[config.mk]
export PLATFORM = sky130hd
export DESIGN_NAME = pc_redirect_ctrl
export DESIGN_NICKNAME = d
export VERILOG_FILES = /design/src/rtl/jb_pkg.sv /design/src/rtl/br_cond_eval.sv /design/src/rtl/pc_redirect_ctrl.sv
export SDC_FILE = /design/constraint.sdc
export NUM_CORES = 1
export LEC_CHECK = 0
export CAP_MARGIN = 30
export CORE_UTILIZATION = 44
export DETAILED_ROUTE_END_ITERATION = 12
export GPL_ROUTABILITY_DRIVEN = 0
export GPL_TIMING_DRIVEN = 0
export PLACE_DENSITY = 0.7
export SYNTH_ARGS = -nofsm -noshare
export SYNTH_HDL_FRONTEND = slang
export SYNTH_SLANG_ARGS = --single-unit
[constraint.sdc]
create_clock -name i_clk -period 2 [get_ports i_clk]
set_input_delay 0.2 -clock i_clk [delete_from_list [all_inputs] [get_ports i_clk]]
set_output_delay 0.2 -clock i_clk [all_outputs]
set_load 0.05 [all_outputs]
[src/rtl/jb_pkg.sv]
// Encodings and FSM states shared by the PC redirect controller and its
// branch-condition helper.
package jb_pkg;

  typedef enum logic [1:0] {
    JMP_NONE = 2'b00,
    JMP_J    = 2'b01,
    JMP_JR   = 2'b10,
    JMP_SEQ  = 2'b11
  } jump_e;

  typedef enum logic [1:0] {
    BOP_NONE = 2'b00,
    BOP_RSV  = 2'b01,
    BOP_BNE  = 2'b10,
    BOP_BEQ  = 2'b11
  } bop_e;

  typedef enum logic [1:0] {
    PC_SEQ = 2'b00,
    PC_BR  = 2'b01,
    PC_JMP = 2'b10,
    PC_REG = 2'b11
  } pc_sel_e;

  typedef enum logic [1:0] {
    ST_RUN        = 2'b00,
    ST_BR_RESOLVE = 2'b01,
    ST_JR_WAIT    = 2'b10,
    ST_REDIRECT   = 2'b11
  } state_e;

  localparam logic [15:0] REDIRECT_MAX = 16'hFFFF;

  function automatic logic is_branch(input logic [1:0] bop);
    return (bop == BOP_BNE) || (bop == BOP_BEQ);
  endfunction

endpackage

[src/rtl/br_cond_eval.sv]
// Branch outcome from the latched branch op and the execute-stage compare.
module br_cond_eval
  import jb_pkg::*;
(
  input  logic [1:0] bop,
  input  logic       eq,
  output logic       taken
);

  assign taken = ((bop == BOP_BEQ) &&  eq) ||
                 ((bop == BOP_BNE) && !eq);

endmodule

[src/rtl/pc_redirect_ctrl.sv]
// Next-PC redirect control: jumps, register jumps with hazard wait,
// one-cycle-latency branches, and a saturating redirect counter.
//
// state         | meaning
// --------------+----------------------------------------------------------
// ST_RUN        | normal decode; jumps redirect combinationally
// ST_BR_RESOLVE | branch latched, execute compare decides taken/not taken
// ST_JR_WAIT    | jr source not forwardable yet, PC and IF/ID held
// ST_REDIRECT   | redirect issued but imem not ready; select held
module pc_redirect_ctrl
  import jb_pkg::*;
(
  input  logic        i_clk,
  input  logic        i_rst,
  input  logic        i_valid,
  input  logic [1:0]  i_jump,
  input  logic [1:0]  i_bop,
  input  logic        i_eq,
  input  logic        i_jr_hazard,
  input  logic        i_imem_ready,
  output logic [1:0]  o_pc_sel,
  output logic        o_flush_fd,
  output logic        o_stall,
  output logic        o_illegal,
  output logic [15:0] o_redirects
);

  state_e      state_q, state_d;
  pc_sel_e     sel_q, sel_d, pc_sel;
  logic [1:0]  bop_q, bop_d;
  logic        flush, stall, illegal;
  logic        br_taken;
  logic [15:0] redirects_q;

  br_cond_eval u_br_cond_eval (
    .bop   (bop_q),
    .eq    (i_eq),
    .taken (br_taken)
  );

  always_ff @(posedge i_clk or posedge i_rst) begin
    if (i_rst) begin
      state_q <= ST_RUN;
      sel_q   <= PC_SEQ;
      bop_q   <= BOP_NONE;
    end else begin
      state_q <= state_d;
      sel_q   <= sel_d;
      bop_q   <= bop_d;
    end
  end

  always_comb begin
    state_d = state_q;
    sel_d   = sel_q;
    bop_d   = bop_q;
    pc_sel  = PC_SEQ;
    flush   = 1'b0;
    stall   = 1'b0;
    illegal = 1'b0;

    unique case (state_q)
      ST_RUN: begin
        if (i_valid) begin
          // jumps win over any branch op decoded alongside them
          if ((i_jump == JMP_J) || ((i_jump == JMP_JR) && !i_jr_hazard)) begin
            pc_sel = (i_jump == JMP_J) ? PC_JMP : PC_REG;
            flush  = 1'b1;
            if (!i_imem_ready) begin
              sel_d   = pc_sel;
              state_d = ST_REDIRECT;
            end
          end else if (i_jump == JMP_JR) begin
            stall   = 1'b1;
            state_d = ST_JR_WAIT;
          end else if (is_branch(i_bop)) begin
            bop_d   = i_bop;
            stall   = 1'b1;
            state_d = ST_BR_RESOLVE;
          end else if (i_bop == BOP_RSV) begin
            illegal = 1'b1;
          end
        end
      end

      ST_BR_RESOLVE: begin
        bop_d = BOP_NONE;
        if (br_taken) begin
          pc_sel = PC_BR;
          flush  = 1'b1;
          if (!i_imem_ready) begin
            sel_d   = PC_BR;
            state_d = ST_REDIRECT;
          end else begin
            state_d = ST_RUN;
          end
        end else begin
          state_d = ST_RUN;
        end
      end

      ST_JR_WAIT: begin
        if (i_jr_hazard) begin
          stall = 1'b1;
        end else begin
          pc_sel = PC_REG;
          flush  = 1'b1;
          if (!i_imem_ready) begin
            sel_d   = PC_REG;
            state_d = ST_REDIRECT;
          end else begin
            state_d = ST_RUN;
          end
        end
      end

      ST_REDIRECT: begin
        pc_sel = sel_q;
        flush  = 1'b1;
        stall  = !i_imem_ready;
        if (i_imem_ready) begin
          state_d = ST_RUN;
        end
      end
    endcase

    // reset also silences the combinational outputs so nothing leaks out
    if (i_rst) begin
      pc_sel  = PC_SEQ;
      flush   = 1'b0;
      stall   = 1'b0;
      illegal = 1'b0;
    end
  end

  always_ff @(posedge i_clk or posedge i_rst) begin
    if (i_rst) begin
      redirects_q <= '0;
    end else if ((pc_sel != PC_SEQ) && i_imem_ready && (redirects_q != REDIRECT_MAX)) begin
      redirects_q <= redirects_q + 16'd1;
    end
  end

  assign o_pc_sel    = pc_sel;
  assign o_flush_fd  = flush;
  assign o_stall     = stall;
  assign o_illegal   = illegal;
  assign o_redirects = redirects_q;

endmodule

==> metrics.csv <==
metric;value;unit
status;complete, but fails checks;
violations;setup timing;
drv_cap;0;
clockRootBuffer;clkbuf_4;
finalNonFillerCells;245;
cts_max_level;1;
drt_wl_total;3730;µm
viasPerCell;5.61;
crit_fanout;8;
timing_hold_violations_final;0;
drv_slew;0;
preCtsSetupSlack;-1.17;ns
crit_type;reg -> reg;
crit_arrival;2.29;ns
fin_crit_sh;104;%
antenna_found_initial;0;
p_clk_share;13.6;%
drc;0;
synth_nets;168;
p_switching;1110;µW
dr_total_vias;1374;
grt_util_all_layers;23.3;%
synthMostInstantiatedCell;dfrtp_1;
ir_drop;757;µV
required;2.22;ns
insertion_delay;0.31;ns
max_freq;0.483;GHz
final_cell_area;2140;µm²
yosys-top-cells-count;dfrtp_1, nand2_1, inv_1, nand3_1, xor2_1;
clk_path_buf_depth;2;
core_area;3150;µm²
area.growth.synth_to_final;41.7;%
grt_setup_unrepaired;true;
drive_gt1_share;31.3;%
dr.pass1.iters;4;
clk_pin_slew_worst_paths;0.14;ns
fp.dieH;60.6;µm
wl_per_cell;15.2;µm
numPortBuffers;28;
dieArea;3680;µm²
p_leak;0.000905;µW
ys_ff_latch;22;
grt-ovfl-total;0;
die_w;60.6;µm
fin_hold_ws;0.373;ns
fin_setup_tns;-0.102;ns
slowest_delay;0.50;ns
fin_ws;-0.0710;ns
startpoint_type;flop;
ant_nets;0;
syn_area_per_cell;9.95;µm²
finClkSkew;0.0105;ns
placed_cell_area;1870;µm²
nNetsFinal;218;
slowest_stage;or4_4;
setup_violations;2;
synthDistinctLibCells;45;
ys_seq_area_share;36.4;%
grt_pass1_wl;6380;µm
synth_edf_count;0;
synthFlopType;dfrtp_1;
switching_share;43.3;%
relSlewSlack;65.5;%
yosysTopAreaCellShare;36.4;%
cts_hold_buf;0;
grt_max_degree;14;
initial_core_util;48.0;%
cts_tree;built;
clkSinkCount;22;
seq_power_share;25.1;%
yosys_warnings;0;
place_inst;224;
grt_pass1_vias;1400;
dp.final_hpwl;2590;µm
power.internal;1460;µW
crit_chain;buf_4 -> ha_2 -> nand2b_1 -> a31o_2 -> a2bb2oi_4 -> or4_4 -> xnor2_2;
p_comb_share;61.4;%
io_pins;31;
num_rows;20;
syn_inst;152;
async_flop_share;100;%
worst_slew_pin_slew;0.515;ns
hold_class;in -> reg;
drt_iter0_drc;46;
cts_buffers;3;
netlist_area;1510;µm²
synth_top_area_cell;dfrtp_1;
worst_setup_path_end_kind;flop;
yosys-top-cells-area;dfrtp_1, xor2_1, ha_1;
antenna_cells;0;
period_needed;2.07;ns
powerDensity;1200;nW/µm²
==> power groups by stage <==
stage | registers, µW | logic, µW | clock network [µW]
finish | 644 | 1580 | 349
global route | 660 | 1690 | 370
CTS | 640 | 1440 | 358
detailed placement | 658 | 1210 | 0
global placement | 651 | 1170 | 0
floorplan | 793 | 740 | 0
==> area by class of cell <==
| type | count | area [µm²] |
|---|---|---|
| clock buffers | 3 | 22.5 |
| flip-flops and latches | 22 | 553 |
| multi-input cells | 117 | 990 |
| fillers | 263 | 1010 |
| repair buffers | 44 | 397 |
| clock inverters | 1 | 30.0 |
| well taps | 44 | 55.1 |
| inverters | 10 | 53.8 |
| repair inverters | 1 | 5.00 |
| plain buffers | 3 | 37.5 |
==> per-stage QoR <==
stage	util [%]	power [µW]
4_1_cts	65.9	2440
3_5_place_dp	59.4	1860
3_3_place_gp	59.4	1820
6_report	68.0	2570
2_1_floorplan	-	1530
5_1_grt	68.0	2720
==> layout by cell type (no fill, tap or decap), types with 2 or more instances in the layout <==
master / count
mux2_2: 4
buf_4: 17
nor3b_2: 2
nor3_1: 3
xnor2_1: 7
nor2_1: 6
and2_1: 2
dfrtp_1: 20
clkbuf_4: 3
nor3_2: 2
and3_1: 4
nand4_1: 5
ha_4: 3
xor2_1: 9
nor4_2: 2
nand3_1: 9
ha_1: 2
o211ai_1: 2
nand2_1: 14
inv_1: 6
buf_6: 5
and2b_1: 2
inv_2: 2
nand2b_1: 2
a21boi_0: 2
a211oi_2: 2
o21ai_0: 6
o2bb2ai_1: 2
dfrtp_2: 2
clkdlybuf4s50_1: 23
==> sequential cells by signal (all words and copies together), names as in the netlist <==
register,count
sel_q,2
bop_q,2
o_redirects,16
state_q,2
==> cells by family after synthesis <==
logic type      Yosys count  share of synthesized area (%)
buf+inv                  13                           4.55
flops                    22                           36.4
fa+ha+maj                 6                           4.96
simple gates             63                           24.2
xor+xnor                 17                           10.3
compound gates           26                           15.9
mux                       5                           3.64
==> repair_timing <==
action | CTS | global route
setup buffers | 10 | 6
pin swaps | 6 | 0
gates cloned | 1 | 0
gates resized for setup | 48 | 7
endpoints found under the setup margin | 22 | 15
==> per-layer routing <==
layer	vias to the layer above	track usage, %	wire length (µm)	part of all wire [%]
met2	43	38.9	1850	50
met5	-	0	0	0
met1	679	31.6	1670	45
li1	648	-	-	-
met3	4	2.35	175	4.7
met4	0	7.79	36	0.96
==> final timing paths <==
kind	start	to	slack, ns	cells after the start
worst max register to register	state_q[1]	o_redirects[6]	-0.07	7
worst min register to register	o_redirects[0]	o_redirects[0]	0.50	1
min in group asynchronous	i_rst	o_redirects[12]	0.57	2
max in group asynchronous	i_rst	o_redirects[1]	1.14	2
worst min-delay path	i_jump[1]	bop_q[1]	0.37	4
worst max-delay path	state_q[1]	o_redirects[6]	-0.07	7
==> worst max-delay path, delay by kind of cell, from the launching register on <==
family / cells / cell delay, ns
fa+ha+maj: 1 / 0.22
compound gates: 2 / 0.47
flops: 1 / 0.39
simple gates: 2 / 0.61
buf+inv: 1 / 0.14
xor+xnor: 1 / 0.14
Note: power is estimated with default switching activity, not from simulation.
